File: config.mk
export PLATFORM = sky130hd
export DESIGN_NAME = spi_gpio_expander
export DESIGN_NICKNAME = d
export VERILOG_FILES = /design/src/rtl/spi_gpio_expander.sv
export SDC_FILE = /design/constraint.sdc
export NUM_CORES = 1
export LEC_CHECK = 0
export CORE_ASPECT_RATIO = 2
export CORE_MARGIN = 2
export CORE_UTILIZATION = 30
export DETAILED_ROUTE_END_ITERATION = 16
export GPL_ROUTABILITY_DRIVEN = 0
export HOLD_SLACK_MARGIN = 0.03
export MAX_ROUTING_LAYER = met4
export PLACE_DENSITY = 0.56
export SKIP_LAST_GASP = 1
export SLEW_MARGIN = 0
export SYNTH_ARGS = -nofsm -noshare
export SYNTH_HDL_FRONTEND = slang
export SYNTH_SLANG_ARGS = --single-unit
File: constraint.sdc
create_clock -name clk_sys_i -period 4.07 [get_ports clk_sys_i]
set_input_delay 1.0175 -clock clk_sys_i [delete_from_list [all_inputs] [get_ports clk_sys_i]]
set_output_delay 1.0175 -clock clk_sys_i [all_outputs]
set_load 0.05 [all_outputs]
File: src/rtl/spi_gpio_expander.sv
// SPI-slave register file for a GPIO port: OUT, DIR, IN and an accepted-frame counter.
// Define SPI_GPIO_READBACK_EN to build read frames and the MISO shifter; otherwise MISO is tied low.
module spi_gpio_expander #(
    parameter int                 g_width    = 8,
    parameter logic [g_width-1:0] g_out_init = '0
) (
    input  logic               clk_sys_i,
    input  logic               rst_n_i,
    input  logic               spi_sclk_i,
    input  logic               spi_cs_n_i,
    input  logic               spi_mosi_i,
    output logic               spi_miso_o,
    input  logic [g_width-1:0] gpio_i,
    output logic [g_width-1:0] gpio_o,
    output logic [g_width-1:0] gpio_oe_o,
    output logic               frame_ok_p_o,
    output logic               frame_err_p_o
);

    localparam int FRAME_BITS = 8 + g_width;
    localparam int CNT_W      = $clog2(FRAME_BITS + 1);

    typedef enum logic [2:0] {
        ST_IDLE,
        ST_CMD,
        ST_DATA,
        ST_WAIT,
        ST_ERR
    } state_t;

    logic [1:0]          sclk_sync_reg;
    logic [1:0]          cs_sync_reg;
    logic [1:0]          mosi_sync_reg;
    logic                sclk_d_reg;
    logic                cs_d_reg;
    logic [1:0]          settle_reg;
    logic                cs_armed_reg;
    logic [g_width-1:0]  gpio_meta_reg;
    logic [g_width-1:0]  gpio_sync_reg;

    logic                sclk_rise;
    logic                sclk_fall;
    logic                cs_rise;
    logic                cs_fall;

    state_t              state_reg;
    state_t              state_next;
    logic                commit_ok;
    logic                commit_err;

    logic [CNT_W-1:0]      bit_cnt_reg;
    logic [FRAME_BITS-1:0] rx_reg;
    logic [FRAME_BITS-1:0] rx_next;
    logic                  cmd_done;

    logic                ok_req_reg;
    logic                err_req_reg;
    logic                wr_en_reg;
    logic [6:0]          wr_addr_reg;
    logic [g_width-1:0]  wr_data_reg;

    logic [g_width-1:0]  out_reg;
    logic [g_width-1:0]  dir_reg;
    logic [7:0]          fcnt_reg;
    logic                frame_ok_reg;
    logic                frame_err_reg;

    logic [g_width-1:0]  fcnt_ext;
    logic [g_width-1:0]  rd_data;

    // Input synchronisers. CS stages reset high so reset never looks like a frame start.
    always_ff @(posedge clk_sys_i or negedge rst_n_i) begin
        if (!rst_n_i) begin
            sclk_sync_reg <= '0;
            cs_sync_reg   <= 2'b11;
            mosi_sync_reg <= '0;
            sclk_d_reg    <= 1'b0;
            cs_d_reg      <= 1'b1;
            settle_reg    <= '0;
            cs_armed_reg  <= 1'b0;
            gpio_meta_reg <= '0;
            gpio_sync_reg <= '0;
        end else begin
            sclk_sync_reg <= {sclk_sync_reg[0], spi_sclk_i};
            cs_sync_reg   <= {cs_sync_reg[0], spi_cs_n_i};
            mosi_sync_reg <= {mosi_sync_reg[0], spi_mosi_i};
            sclk_d_reg    <= sclk_sync_reg[1];
            cs_d_reg      <= cs_sync_reg[1];
            settle_reg    <= {settle_reg[0], 1'b1};
            gpio_meta_reg <= gpio_i;
            gpio_sync_reg <= gpio_meta_reg;
            // A frame may only start once CS has been genuinely seen high after reset
            if (settle_reg[1] && cs_sync_reg[1]) begin
                cs_armed_reg <= 1'b1;
            end
        end
    end

    assign sclk_rise = sclk_sync_reg[1] & ~sclk_d_reg;
    assign sclk_fall = ~sclk_sync_reg[1] & sclk_d_reg;
    assign cs_rise   = cs_sync_reg[1] & ~cs_d_reg;
    assign cs_fall   = cs_armed_reg & ~cs_sync_reg[1] & cs_d_reg;

    assign rx_next  = {rx_reg[FRAME_BITS-2:0], mosi_sync_reg[1]};
    assign cmd_done = (state_reg == ST_CMD) && sclk_rise && !cs_rise &&
                      (bit_cnt_reg == CNT_W'(7));

    always_ff @(posedge clk_sys_i or negedge rst_n_i) begin
        if (!rst_n_i) begin
            state_reg <= ST_IDLE;
        end else begin
            state_reg <= state_next;
        end
    end

    always_comb begin
        state_next = state_reg;
        commit_ok  = 1'b0;
        commit_err = 1'b0;
        if (cs_rise) begin
            state_next = ST_IDLE;
            commit_ok  = (state_reg == ST_WAIT);
            commit_err = (state_reg == ST_CMD) || (state_reg == ST_DATA) ||
                         (state_reg == ST_ERR);
        end else begin
            case (state_reg)
                ST_IDLE: begin
                    if (cs_fall) begin
                        state_next = ST_CMD;
                    end
                end
                ST_CMD: begin
                    if (sclk_rise && bit_cnt_reg == CNT_W'(7)) begin
                        state_next = ST_DATA;
                    end
                end
                ST_DATA: begin
                    if (sclk_rise && bit_cnt_reg == CNT_W'(FRAME_BITS - 1)) begin
                        state_next = ST_WAIT;
                    end
                end
                ST_WAIT: begin
                    if (sclk_rise) begin
                        state_next = ST_ERR;
                    end
                end
                default: state_next = state_reg;
            endcase
        end
    end

    // Receive shifter: holds the whole frame so the commit sees R/W, address and data together
    always_ff @(posedge clk_sys_i or negedge rst_n_i) begin
        if (!rst_n_i) begin
            bit_cnt_reg <= '0;
            rx_reg      <= '0;
        end else if (state_reg == ST_IDLE) begin
            bit_cnt_reg <= '0;
            rx_reg      <= '0;
        end else if (sclk_rise && !cs_rise &&
                     (state_reg == ST_CMD || state_reg == ST_DATA)) begin
            bit_cnt_reg <= bit_cnt_reg + CNT_W'(1);
            rx_reg      <= rx_next;
        end
    end

    // One pipeline stage between CS-rise detection and the register update keeps
    // the commit a fixed three clocks after CS is first sampled high.
    always_ff @(posedge clk_sys_i or negedge rst_n_i) begin
        if (!rst_n_i) begin
            ok_req_reg    <= 1'b0;
            err_req_reg   <= 1'b0;
            wr_en_reg     <= 1'b0;
            wr_addr_reg   <= '0;
            wr_data_reg   <= '0;
            out_reg       <= g_out_init;
            dir_reg       <= '0;
            fcnt_reg      <= '0;
            frame_ok_reg  <= 1'b0;
            frame_err_reg <= 1'b0;
        end else begin
            ok_req_reg  <= commit_ok;
            err_req_reg <= commit_err;
            if (commit_ok) begin
                wr_en_reg   <= ~rx_reg[FRAME_BITS-1];
                wr_addr_reg <= rx_reg[FRAME_BITS-2 -: 7];
                wr_data_reg <= rx_reg[g_width-1:0];
            end else begin
                wr_en_reg <= 1'b0;
            end

            frame_ok_reg  <= ok_req_reg;
            frame_err_reg <= err_req_reg;
            if (ok_req_reg) begin
                fcnt_reg <= fcnt_reg + 8'd1;
            end
            if (wr_en_reg && wr_addr_reg == 7'h00) begin
                out_reg <= wr_data_reg;
            end
            if (wr_en_reg && wr_addr_reg == 7'h01) begin
                dir_reg <= wr_data_reg;
            end
        end
    end

    // Read mux addressed by the command byte as it completes
    always_comb begin
        fcnt_ext      = '0;
        fcnt_ext[7:0] = fcnt_reg;
        rd_data       = '0;
        case (rx_next[6:0])
            7'h00:   rd_data = out_reg;
            7'h01:   rd_data = dir_reg;
            7'h02:   rd_data = gpio_sync_reg;
            7'h03:   rd_data = fcnt_ext;
            default: rd_data = '0;
        endcase
    end

`ifdef SPI_GPIO_READBACK_EN
    logic [g_width-1:0] tx_reg;
    logic               miso_reg;

    // Write frames load zeros, so MISO stays low for them without a separate flag
    always_ff @(posedge clk_sys_i or negedge rst_n_i) begin
        if (!rst_n_i) begin
            tx_reg   <= '0;
            miso_reg <= 1'b0;
        end else if (state_reg == ST_DATA && !cs_rise) begin
            if (sclk_fall) begin
                miso_reg <= tx_reg[g_width-1];
                tx_reg   <= {tx_reg[g_width-2:0], 1'b0};
            end
        end else begin
            miso_reg <= 1'b0;
            if (cmd_done) begin
                tx_reg <= rx_next[7] ? rd_data : '0;
            end
        end
    end

    assign spi_miso_o = miso_reg;
`else
    logic unused_readback;
    assign unused_readback = ^{rd_data, sclk_fall, cmd_done};
    assign spi_miso_o      = 1'b0;
`endif

    assign gpio_o        = out_reg;
    assign gpio_oe_o     = dir_reg;
    assign frame_ok_p_o  = frame_ok_reg;
    assign frame_err_p_o = frame_err_reg;

endmodule
# Word-level counts from Yosys, hierarchy flattened
# Index checks and enable logic that the tools add are counted.
totals:
  regBits: 71
  out_inout_bits: 19
classes:
  add_sub_neg: 1
  n_eq_ne: 11
  mux: 13
  bitwise: 8
  reduce_logical: 15
op_table:
  columns: ["op", "count"]
  rows:
  - ["2-to-1 mux 16 bit", 2]
  - ["2-to-1 mux 3 bit", 5]
  - ["one-hot mux 3 bit (4 select lines)", 1]
  - ["2-to-1 mux 5 bit", 2]
  - ["equality test 7 x 1 -> 1 bit, second input constant", 1]
  - ["logical AND 1 bit", 7]
  - ["zero test 7 bit", 1]
  - ["equality test 3 x 2 -> 1 bit, second input constant", 2]
  - ["!= test 3 x 2 -> 1 bit, second input constant", 2]
  - ["!= test 3 bit, second input constant", 2]
  - ["adder 5 x 1 -> 5 bit, second input constant", 1]
  - ["equality test 5 x 3 -> 1 bit, second input constant", 1]
  - ["equality test 5 x 4 -> 1 bit, second input constant", 1]
  - ["AND reduction 5 bit", 1]
  - ["nonzero test 5 bit", 1]
  - ["bitwise AND 1 bit", 4]
  - ["inverter 1 bit", 4]
  - ["equality test 3 x 1 -> 1 bit, second input constant", 1]
  - ["equality test 3 bit, second input constant", 1]
  - ["zero test 3 bit", 1]
  - ["2-to-1 mux 1 bit", 3]
  - ["logical OR 1 bit", 2]
  - ["nonzero test 2 bit", 1]
  - ["zero test 1 bit", 1]

# Longest topological paths before layout
# Gate-level depths: netlist of run 1.
depth:
  depth_word: 7
  mapped_depth: 6
  mapped_depth_nobuf: 6

# Least setup slack after synthesis of run 1
# No wires, ideal clock.
synth_timing:
  kind: "register -> register"
  start: "register state_reg[0]"
  end: "register rx_reg[15]"
  setup_time_ns: 0.123
  t_arrival_ns: 1.523
  t_required_ns: 3.947
  path_slack_ns: 2.424
  path_stages_with_launch: 7
  period_less_slack_ns: 1.646
  path_cell_list: "dfrtp_1 buf_6 or2_1 buf_6 buf_6 or4_1 o221a_2"
synth_between:
  elab_chain_len: 4
  elab_cells_between_ends: 7
  cone_classes: "2 x eq/ne; 1 x mux; 4 x reduce/logical"
synth_lines:
  columns: ["item", "line_no", "rtl"]
  rows:
  - ["start: declaration", "46", "state_t state_reg;"]
  - ["start signal: assignment", "112", "state_reg <= state_next;"]
  - ["equality test 3 x 1 -> 1 bit / equality test 3 x 2 -> 1 bit (equally long branches)", "161", "(state_reg == ST_CMD || state_reg == ST_DATA)) begin"]
  - ["logical OR 1 bit", "161", null]
  - ["logical AND 1 bit", "160", "end else if (sclk_rise && !cs_rise &&"]
  - ["nonzero test 2 bit (no line)", null, null]
  - ["end signal: assignment", "163", "rx_reg <= rx_next;"]
  - ["end: declaration", "52", "logic [FRAME_BITS-1:0] rx_reg;"]
# Several ways; a longest one is shown, not always the timed one.
# A chain may end at the register's enable or synchronous reset.

# Worst setup path after layout of run 1
layout_timing:
  start: "register dir_reg[6], in the netlist gpio_oe_o[6]"
  end: "output gpio_oe_o[6]"
layout_rtl:
  columns: ["item", "line_no", "rtl"]
  rows:
  - ["start: declaration", "63", "logic [g_width-1:0] dir_reg;"]
  - ["start signal: assignment", "201", "dir_reg <= wr_data_reg;"]
  - ["end: declaration", "15", "output logic [g_width-1:0] gpio_oe_o,"]
# No word-level cell between the ends.

==> summary.md, run 1 <==
| Metric | Value |
|---|---|
| All-Layer GR Usage | `0.123` |
| DRC viols | `0` |
| Comb power frac | `0.074` |
| DRT Wirelength | `around 6000 um` |
| Async SR Flop Fraction | `1.00` |
| Iter 0 DRT Violations | `between 90 and 100` |
| Worst EP arrival | `1.50 ns` |
| Yosys reg bits | `71` |
| Startpoint Class | `flop` |
| Measured slew at the worst slew-check pin | `approximately 1.2 ns` |
| Max-cap violations | `0` |
| Chip height | `between 100 and 150 um` |
| Synth top area cells | `dfrtp_1, mux2_2, o221a_2` |
| Max transition margin | `0.199` |
| Mapped Avg Cell Area | `~13 um^2` |
| Buf/Inv on CP | `1` |
| Synth cell count leaders | `dfrtp_1, mux2_2, o221a_2` |
| CTS Root Cell | `clkbuf_16` |
| CTS Buf Count | `9` |
| Setup_tns | `0 ns` |
| PwrDens | `~470 nW/um^2` |
| Crit-path max cell delay | `between 0.8 and 0.9 ns` |
| Sink Count | `71` |
| Status | `finished, final reports clean` |
| Row cnt | `52` |
| Mapped Cells | `240` |
| Setup bufs post-CTS | `0` |
| Setup ws final | `between 1.5 and 2 ns` |
| CTS tree | `yes` |
| Critical path, cell by cell | `clkdlybuf4s50_1` |
| Final Cycle Share | `0.618` |
| Setup Crit Path Kind | `flop to output pin` |
| Total Die Area | `11300 um^2` |
| Max reg flops | `16` |
| PostCTS Resize Cnt | `0` |
| Crit-path max FO | `2` |
| Routed via count | `2035` |
| Number of synthesized flops with an enable pin | `0` |
| Detailed Routing Iterations Pass 1 | `4` |
| Remaining antenna violation count after routing | `0` |
| Vias in the first global route | `2165` |
| Yosys warns | `0` |
| Sw frac | `0.230` |
| Synthesized Nets | `255` |
| First-pass GRT wire length | `10700 um` |
| Ratio of cells with drive above 1 in the final layout | `0.287` |
| Max Clock Freq | `0.398 GHz` |
| I/O pins | `32` |
| Critical Path Sink Type | `output pin` |
| Avg WL per Cell | `15.6 um` |
| Seq pwr share | `0.442` |
| P_int | `around 1400 uW` |
| P_sw | `406 uW` |
| HP Class | `flop to flop` |
| Area grow syn2layout | `19.7%` |
| RSZ-0062 raised after global routing | `false` |
| Post-synth cell types | `41` |
| Count leader, synth | `dfrtp_1` |
| Clock power share | `0.484` |
| Fin. max-slew vios | `0` |
| IO Port Bufs | `22` |
| Die Width | `76.2 um` |
| Clk_lat worst skew | `0.33 ns` |
| Leak | `approximately 0.0017 uW` |
| Top FF cell, synth | `dfrtp_1` |
| Nets | `268` |
| Pre-CTS setup slack | `1.87 ns` |
| Critical Path RT | `3.05 ns` |
| Final HPWL DP | `3990 um` |
| Clk pin slew, worst setup/hold paths | `0.06 ns` |
| CTS H-tree depth | `3` |
| # diodes | `0` |
| Clk_skew | `0.00411 ns` |
| Placement Cell Area | `3420 um^2` |
| Synthesized cell area | `3130 um^2` |
| Fill cell count | `1033` |
| Critical path's slowest cell | `clkdlybuf4s50_1` |
| Cts hold-fix bufs | `0` |
| Cell accounting for the most synthesized area | `dfrtp_1` |
| Post-route design area | `3750 um^2` |
| Initial antenna violation count | `0` |
| Seq/Total Area, Yosys | `0.569` |
| Clock Path Buffers | `2` |
| DR vias/cell | `5.18` |
| Top cell type's share of synthesized area | `0.544` |
| Remaining global-route overflow | `0` |
| Starting density of the core | `0.308` |
| Clock period minus worst slack | `2.51 ns` |
| Core area | `10100 um^2` |
| Final Setup Violations | `0` |
| Largest delay share family, worst path | `buffers and inverters` |
| Largest net degree at the start of global routing | `72` |
| Worst VDD drop | `0.248 mV` |
| Final-report hold violation count | `0` |
[worst paths after layout]
| check | slack (ns) | cells after the start | to | from |
|---|---|---|---|---|
| setup / recovery | 1.56 | 1 | gpio_oe_o[6] | gpio_oe_o[6]$_DFFE_PN0P_ |
| setup reg to reg | 1.82 | 3 | bit_cnt_reg[4]$_DFFE_PN0P_ | state_reg[0]$_DFFE_PN0P_ |
| hold / removal | 0.35 | 0 | mosi_sync_reg[1]$_DFF_PN0_ | mosi_sync_reg[0]$_DFF_PN0_ |
| max in group asynchronous | 2.68 | 1 | frame_err_p_o$_DFF_PN0_ | rst_n_i |
| hold reg to reg | 0.35 | 0 | mosi_sync_reg[1]$_DFF_PN0_ | mosi_sync_reg[0]$_DFF_PN0_ |
| min in group asynchronous | 0.80 | 1 | rx_reg[13]$_DFFE_PN0P_ | rst_n_i |
[final cells by class]
class                      instances  area (um^2)  share of cell area
clock buffer                      10          239              0.0638
clock inverter                     6         91.3              0.0244
tap                              135          169              0.0451
inverter                           5         18.8             0.00501
timing repair buffer              24          233              0.0621
multi-input combinational        142         1210               0.324
sequential                        71         1780               0.475
[placed cells by master, fill, tap and decap left out, types with 2 or more instances in the layout]
master and n:
a211oi_1 3, a21oi_1 2, a31oi_1 5, a41oi_1 2, and3_1 2, buf_4 3, bufinv_16 2, clkbuf_16 9
clkdlybuf4s50_1 21, conb_1 2, dfrtp_1 68, dfstp_2 3, ha_1 2, inv_1 5, inv_6 2, mux2_2 31
nand2_1 2, nand2b_1 2, nand3_1 4, nand4_1 2, nor2_1 8, nor2b_1 2, nor4_1 3, o21ai_0 2
o221a_2 19, o31a_1 16, or4_1 17
[metal layers]
| layer | track usage | share of wire | up-vias |
|---|---|---|---|
| met1 | 0.133 | 0.40 | 1042 |
| li1 | - | - | 952 |
| met4 | 0.0764 | 0.028 | 0 |
| met3 | 0.0291 | 0.027 | 10 |
| met5 | - | 0 | - |
| met2 | 0.204 | 0.54 | 31 |
[per-stage QoR]
step                instances   util  total power, uW  hold slack (ns)
floorplan                 240      -              886            0.331
global placement          377  0.337              918            0.332
detailed placement        377  0.337              923            0.335
CTS                       393  0.369             1790            0.348
global route              393  0.369             1840            0.366
finish                    393  0.369             1770            0.348
[cell families after synthesis]
| logic type | count (synthesis) | share of synthesized area |
|---|---|---|
| flops | 71 | 0.569 |
| simple gates | 54 | 0.113 |
| compound gates | 52 | 0.150 |
| mux | 31 | 0.112 |
| buf+inv | 27 | 0.0440 |
| fa+ha+maj | 2 | 0.00799 |
| other cells | 2 | 0.00240 |
| xor+xnor | 1 | 0.00280 |
[power groups by stage]
stage / Combinational [uW] / Clock (uW) / Sequential [uW]
final: 130 / 855 / 780
after global routing: 146 / 912 / 785
after CTS: 132 / 880 / 779
after detailed placement: 132 / 0 / 791
after global placement: 128 / 0 / 790
after floorplan: 113 / 0 / 773
Note: power is estimated with default switching activity, not from simulation.
==> inputs of run 2 (changes only) <==
==> constraint.sdc (replaced) <==
create_clock -name clk_sys_i -period 2.4 [get_ports clk_sys_i]
set_input_delay 0.6 -clock clk_sys_i [delete_from_list [all_inputs] [get_ports clk_sys_i]]
set_output_delay 0.6 -clock clk_sys_i [all_outputs]
set_load 0.05 [all_outputs]
==> run 2 against run 1 <==
Net effect:
- first-iteration DRC count shrank 19%
- non-clock buffer count grew 11
- combinational power grew 95%
- critical endpoint unchanged
- largest power group unchanged
==> summary.md, run 2 (synthesis results as in run 1) <==
| Metric | Value |
|---|---|
| Ratio of cells with drive above 1 in the final layout | `0.316 (+0.0292)` |
| Measured slew at the worst slew-check pin | `0.557 ns (-0.645 ns)` |
| Commonest cells after routing, fill and taps aside | `dfrtp_1, mux2_2, clkdlybuf4s50_1` |
| Setup_tns | `0 ns (unchanged)` |
| Critical R2R Capture | `state_reg[1]$_DFFE_PN0P_` |
| Total Die Area | `11300 um^2 (unchanged)` |
| PwrDens | `783 nW/um^2 (+66%)` |
| Fin util | `0.379 (+0.00949)` |
| Min Hold Slack | `0.195 ns (-0.152 ns)` |
| Critical path, cell by cell | `clkdlybuf4s50_1` |
| Critical Path Sink Type | `output pin` |
| Final Cycle Share | `0.874` |
| DRT Wirelength | `6360 um (+3.6%)` |
| HP Class | `input pin to asynchronous set/reset pin` |
| Sink Count | `71 (unchanged)` |
| Crit-path max FO | `2 (unchanged)` |
| Crit Reg-Reg Startpoint | `state_reg[0]$_DFFE_PN0P_` |
| Buf/Inv on CP | `1 (unchanged)` |
| Final HPWL DP | `4370 um (+9.6%)` |
| CTS tree | `yes` |
| Clock Path Buffers | `2 (unchanged)` |
| Largest delay share family, worst path | `buffers and inverters` |
| Status | `finished, final reports clean` |
| First-pass GRT wire length | `10600 um (-1.0%)` |
| Row cnt | `52 (unchanged)` |
| Startpoint Class | `flop` |
| Leak | `0.00170 uW (+3.1%)` |
| Worst VDD drop | `0.352 mV (+42%)` |
| Clk_lat worst skew | `0.33 ns (about the same)` |
| Core area | `10100 um^2 (unchanged)` |
| # diodes | `0 (unchanged)` |
| Clk_skew | `0.00542 ns (+0.00131 ns)` |
| Nets | `279 (+4.1%)` |
| Max Clock Freq | `0.477 GHz` |
| Vias in the first global route | `2102 (-2.9%)` |
| I/O pins | `32 (unchanged)` |
| Cts hold-fix bufs | `0 (unchanged)` |
| Starting density of the core | `0.308 (unchanged)` |
| Fill cell count | `1014 (-1.8%)` |
| Final-report hold violation count | `0 (unchanged)` |
| Initial antenna violation count | `0 (unchanged)` |
| CTS Buf Count | `9 (unchanged)` |
| Max transition margin | `0.629 (+0.430)` |
| Remaining antenna violation count after routing | `0 (unchanged)` |
| DR vias/cell | `5.16 (-0.28%)` |
| Setup bufs post-CTS | `0 (unchanged)` |
| Critical Path RT | `1.80 ns (-1.25 ns)` |
| Avg WL per Cell | `15.7 um (+0.80%)` |
| CTS H-tree depth | `3 (unchanged)` |
| Max reg flops | `16 (unchanged)` |
| Placed cell count | `388 (+2.9%)` |
| Max-cap violations | `0 (unchanged)` |
| Die Width | `76.2 um (unchanged)` |
| Iter 0 DRT Violations | `76 (-19%)` |
| Crit-path max cell delay | `0.81 ns (about the same)` |
| Chip height | `148 um (unchanged)` |
| Fin. max-slew vios | `0 (unchanged)` |
| CTS Root Cell | `clkbuf_16` |
| Setup Crit Path Kind | `flop to output pin` |
| Worst EP arrival | `1.50 ns (about the same)` |
| Reg2Reg Depth | `4 (+1)` |
| Critical path's slowest cell | `clkdlybuf4s50_1` |
| RSZ-0062 raised after global routing | `false` |
| All-Layer GR Usage | `0.125 (+0.00103)` |
| DRC viols | `0 (unchanged)` |
| IO Port Bufs | `22 (unchanged)` |
| Area grow syn2layout | `22.7%` |
| Detailed Routing Iterations Pass 1 | `4 (unchanged)` |
| Post-Layout Cell Count | `404 (+2.8%)` |
| PostCTS Resize Cnt | `0 (unchanged)` |
| Routed via count | `2086 (+2.5%)` |
| Clk pin slew, worst setup/hold paths | `0.06 ns (about the same)` |
| R2R Setup Slk | `0.55 ns (-1.27 ns)` |
| Clock period minus worst slack | `2.10 ns` |
| Final Setup Violations | `0 (unchanged)` |
| Remaining global-route overflow | `0 (unchanged)` |
| Largest net degree at the start of global routing | `39 (-46%)` |
| WP depth | `1 (unchanged)` |
| Leading cell type in the layout, fill and taps excluded | `dfrtp_1` |
run 2: changes by cell type in the layout (fill, tap and decap cells not counted):
cell and change:
buf_4 +10, clkinv_2 -1, buf_12 +1, inv_6 -1, clkinvlp_4 +2
run 2: layout make-up:
class	instances	area [um^2]	share of cell area
sequential	71	1780	0.463
multi-input combinational	142	1210	0.316
timing repair buffer	35	328	0.0853
clock buffer	10	239	0.0622
tap	135	169	0.0440
clock inverter	6	92.6	0.0241
inverter	5	18.8	0.00488
run 2: metal layers:
metal  vias up  share of wire  GRT usage
met3        13          0.028     0.0316
li1        981              -          -
met4         0          0.022     0.0664
met5         -              0          -
met1      1058           0.40      0.131
met2        34           0.55      0.213
run 2: where the power goes:
group	internal (uW)	total [uW]	switching (uW)
clock network	942	1440	502
logic	122	253	131
registers	1250	1310	58.6
total	2320	3010	692
run 2: worst max path at each step:
stage,end,startpoint
2_1_floorplan,rx_reg[15]$_DFFE_PN0P_,state_reg[0]$_DFFE_PN0P_
3_3_place_gp,state_reg[1]$_DFFE_PN0P_,state_reg[0]$_DFFE_PN0P_
3_5_place_dp,bit_cnt_reg[1]$_DFFE_PN0P_,state_reg[0]$_DFFE_PN0P_
4_1_cts,gpio_oe_o[6],gpio_oe_o[6]$_DFFE_PN0P_
5_1_grt,gpio_oe_o[6],gpio_oe_o[6]$_DFFE_PN0P_
6_report,gpio_oe_o[6],gpio_oe_o[6]$_DFFE_PN0P_
run 2: worst register-to-register path: cells and delay by family (launching register included):
| kind | cells | cell delay (ns) |
|---|---|---|
| simple gates | 2 | 0.76 |
| flops | 1 | 0.60 |
| buf+inv | 1 | 0.24 |
| compound gates | 1 | 0.17 |
run 2: per-stage QoR:
step	power, uW	area (um^2)	setup slack [ns]
floorplan	1500	3130	0.754
global route	3130	3840	0.256
global placement	1580	3510	0.561
detailed placement	1590	3510	0.553
CTS	3060	3840	0.281
finish	3010	3840	0.302
==> inputs of run 3 (changes only) <==
--- a/config.mk
+++ b/config.mk
@@ -6,11 +6,12 @@
 export NUM_CORES = 1
 export LEC_CHECK = 0
 export CORE_ASPECT_RATIO = 2
-export CORE_MARGIN = 2
+export CORE_MARGIN = 5
 export CORE_UTILIZATION = 30
 export DETAILED_ROUTE_END_ITERATION = 16
 export GPL_ROUTABILITY_DRIVEN = 0
-export HOLD_SLACK_MARGIN = 0.03
+export GPL_TIMING_DRIVEN = 0
+export HOLD_SLACK_MARGIN = 0.15
 export MAX_ROUTING_LAYER = met4
 export PLACE_DENSITY = 0.56
 export SKIP_LAST_GASP = 1
==> run 3 against run 2 <==
Net effect:
- worst setup slack gained 0.0067 ns
- largest cell class unchanged
- global-route usage shrank 0.10 points
- sequential cell count is the same
- register-to-register slack lost 0.10 ns
- clock skew shrank 0.0013 ns
- wire length grew 6.8%
- clock-buffer cell count grew 1
- via count grew 0.91%
- hold slack gained 0.15 ns
==> summary.md, run 3 (synthesis results as in run 1) <==
| Metric | Value |
|---|---|
| Die Width | `82.2 um (+7.9%)` |
| I/O pins | `32 (unchanged)` |
| Vias in the first global route | `2233 (+6.2%)` |
| Hold Startpoint | `mosi_sync_reg[0]$_DFF_PN0_` |
| Detailed Routing Iterations Pass 1 | `4 (unchanged)` |
| Clock Path Buffers | `2 (unchanged)` |
| Remaining global-route overflow | `0 (unchanged)` |
| Iter 0 DRT Violations | `104 (+37%)` |
| Post-Layout Cell Count | `413 (+2.2%)` |
| Avg WL per Cell | `16.4 um (+4.5%)` |
| Placed cell count | `397 (+2.3%)` |
| Buf/Inv on CP | `1 (unchanged)` |
| Final HPWL DP | `4850 um (+11%)` |
| Worst VDD drop | `0.320 mV (-9.1%)` |
| Leak | `0.00168 uW (-1.5%)` |
| Leading cell type in the layout, fill and taps excluded | `dfrtp_1` |
| HP Class | `flop to flop` |
| Crit. Startpoint | `gpio_o[6]$_DFFE_PN0P_` |
| IO Port Bufs | `22 (unchanged)` |
| Largest delay share family, worst path | `buffers and inverters` |
| Critical Path RT | `1.80 ns (about the same)` |
| DRC viols | `0 (unchanged)` |
| Remaining antenna violation count after routing | `0 (unchanged)` |
| Measured slew at the worst slew-check pin | `0.889 ns (+0.332 ns)` |
| Clk_skew | `0.00417 ns (-0.00125 ns)` |
| Setup bufs post-CTS | `0 (unchanged)` |
| Crit-path max cell delay | `0.81 ns (about the same)` |
| Largest net degree at the start of global routing | `72 (+85%)` |
| Worst EP arrival | `1.49 ns (about the same)` |
| Clk_lat worst skew | `0.33 ns (about the same)` |
| CTS H-tree depth | `3 (unchanged)` |
| RSZ-0062 raised after global routing | `false` |
| Max reg flops | `16 (unchanged)` |
| Starting density of the core | `0.308 (unchanged)` |
| Setup Crit Path Kind | `flop to output pin` |
| Chip height | `154 um (+4.0%)` |
| Nets | `288 (+3.2%)` |
| All-Layer GR Usage | `0.124 (-0.00100)` |
| Ratio of cells with drive above 1 in the final layout | `0.288 (-0.0282)` |
| Max-cap violations | `0 (unchanged)` |
| PostCTS Resize Cnt | `0 (unchanged)` |
| DRT Wirelength | `6790 um (+6.8%)` |
| Crit-path max FO | `2 (unchanged)` |
| CTS tree | `yes` |
| Startpoint Class | `flop` |
| Critical path, cell by cell | `clkdlybuf4s50_1` |
| Final-report hold violation count | `0 (unchanged)` |
| Final Setup Violations | `0 (unchanged)` |
| Status | `finished, final reports clean` |
| Max Clock Freq | `0.478 GHz (+0.32%)` |
| Placement Cell Area | `3520 um^2 (+0.18%)` |
| Row cnt | `52 (unchanged)` |
| First-pass GRT wire length | `11500 um (+8.9%)` |
| Critical path's slowest cell | `clkdlybuf4s50_1` |
| Initial antenna violation count | `0 (unchanged)` |
| Clock period minus worst slack | `2.09 ns (-0.00666 ns)` |
| Clk pin slew, worst setup/hold paths | `0.06 ns (about the same)` |
| Max transition margin | `0.407 (-0.222)` |
| Core area | `10100 um^2 (unchanged)` |
| Total Die Area | `12700 um^2 (+12%)` |
| Area grow syn2layout | `21.2%` |
| Overall power | `2790 uW (-7.2%)` |
| Cts hold-fix bufs | `0 (unchanged)` |
| Sink Count | `71 (unchanged)` |
| Routed via count | `2105 (+0.91%)` |
| Final Cycle Share | `0.872 (-0.00277)` |
| Fin. max-slew vios | `0 (unchanged)` |
| CTS Root Cell | `clkbuf_16` |
| Critical Path Sink Type | `output pin` |
| # diodes | `0 (unchanged)` |
| Commonest cells after routing, fill and taps aside | `dfrtp_1, mux2_2, clkdlybuf4s50_1` |
| Min Hold Slack | `0.346 ns (+0.151 ns)` |
| DR vias/cell | `5.10 (-1.3%)` |
| Crit Reg-Reg Startpoint | `cs_sync_reg[1]$_DFF_PN1_` |
| PwrDens | `736 nW/um^2 (-6.0%)` |
| CTS Buf Count | `9 (unchanged)` |
| Post-route design area | `3790 um^2 (-1.3%)` |
-- run 3: changes by cell type in the layout (fill, tap and decap cells not counted), moves of 2 or more --
cell,change
clkbuf_1,+13
buf_4,-10
buf_2,+5
buf_6,+3
bufinv_16,-2
clkinv_2,+2
-- run 3: per-layer routing --
metal  vias to the layer above  track usage  part of all wire
met4                         0       0.0642             0.027
met1                      1066        0.122              0.36
met2                        38        0.214              0.58
li1                        987            -                 -
met5                         -            -                 0
met3                        14       0.0314             0.030
-- run 3: final timing paths --
kind	to	slack [ns]	cells after the start
setup / recovery	gpio_o[6]	0.31	1
min in group asynchronous	err_req_reg$_DFF_PN0_	0.40	1
hold reg to reg	mosi_sync_reg[1]$_DFF_PN0_	0.35	0
max in group asynchronous	wr_addr_reg[5]$_DFFE_PN0N_	1.42	1
setup reg to reg	wr_addr_reg[5]$_DFFE_PN0N_	0.45	4
hold / removal	mosi_sync_reg[1]$_DFF_PN0_	0.35	0
-- run 3: stage by stage --
stage	util	setup TNS, ns	worst slack [ns]
global placement	0.347	-117.91	-1.70
global route	0.374	0	0.259
floorplan	-	0	0.754
CTS	0.374	0	0.276
detailed placement	0.347	0	0.386
finish	0.374	0	0.308
-- run 3: final cells by class --
| cell class | instances | area (um^2) |
|---|---|---|
| Buffer | 22 | 119 |
| Clock buffer | 11 | 243 |
| Clock inverter | 5 | 33.8 |
| Fill cell | 1041 | 6360 |
| Inverter | 5 | 18.8 |
| Multi-Input combinational cell | 142 | 1210 |
| Sequential cell | 71 | 1780 |
| Tap cell | 135 | 169 |
| Timing Repair Buffer | 22 | 218 |
-- run 3: power by group --
group          switching (uW)  leakage [uW]  internal [uW]
combinational             143      0.000599            126
clock                     495      0.000132            725
sequential               50.4      0.000945           1250
total                     688       0.00168           2100
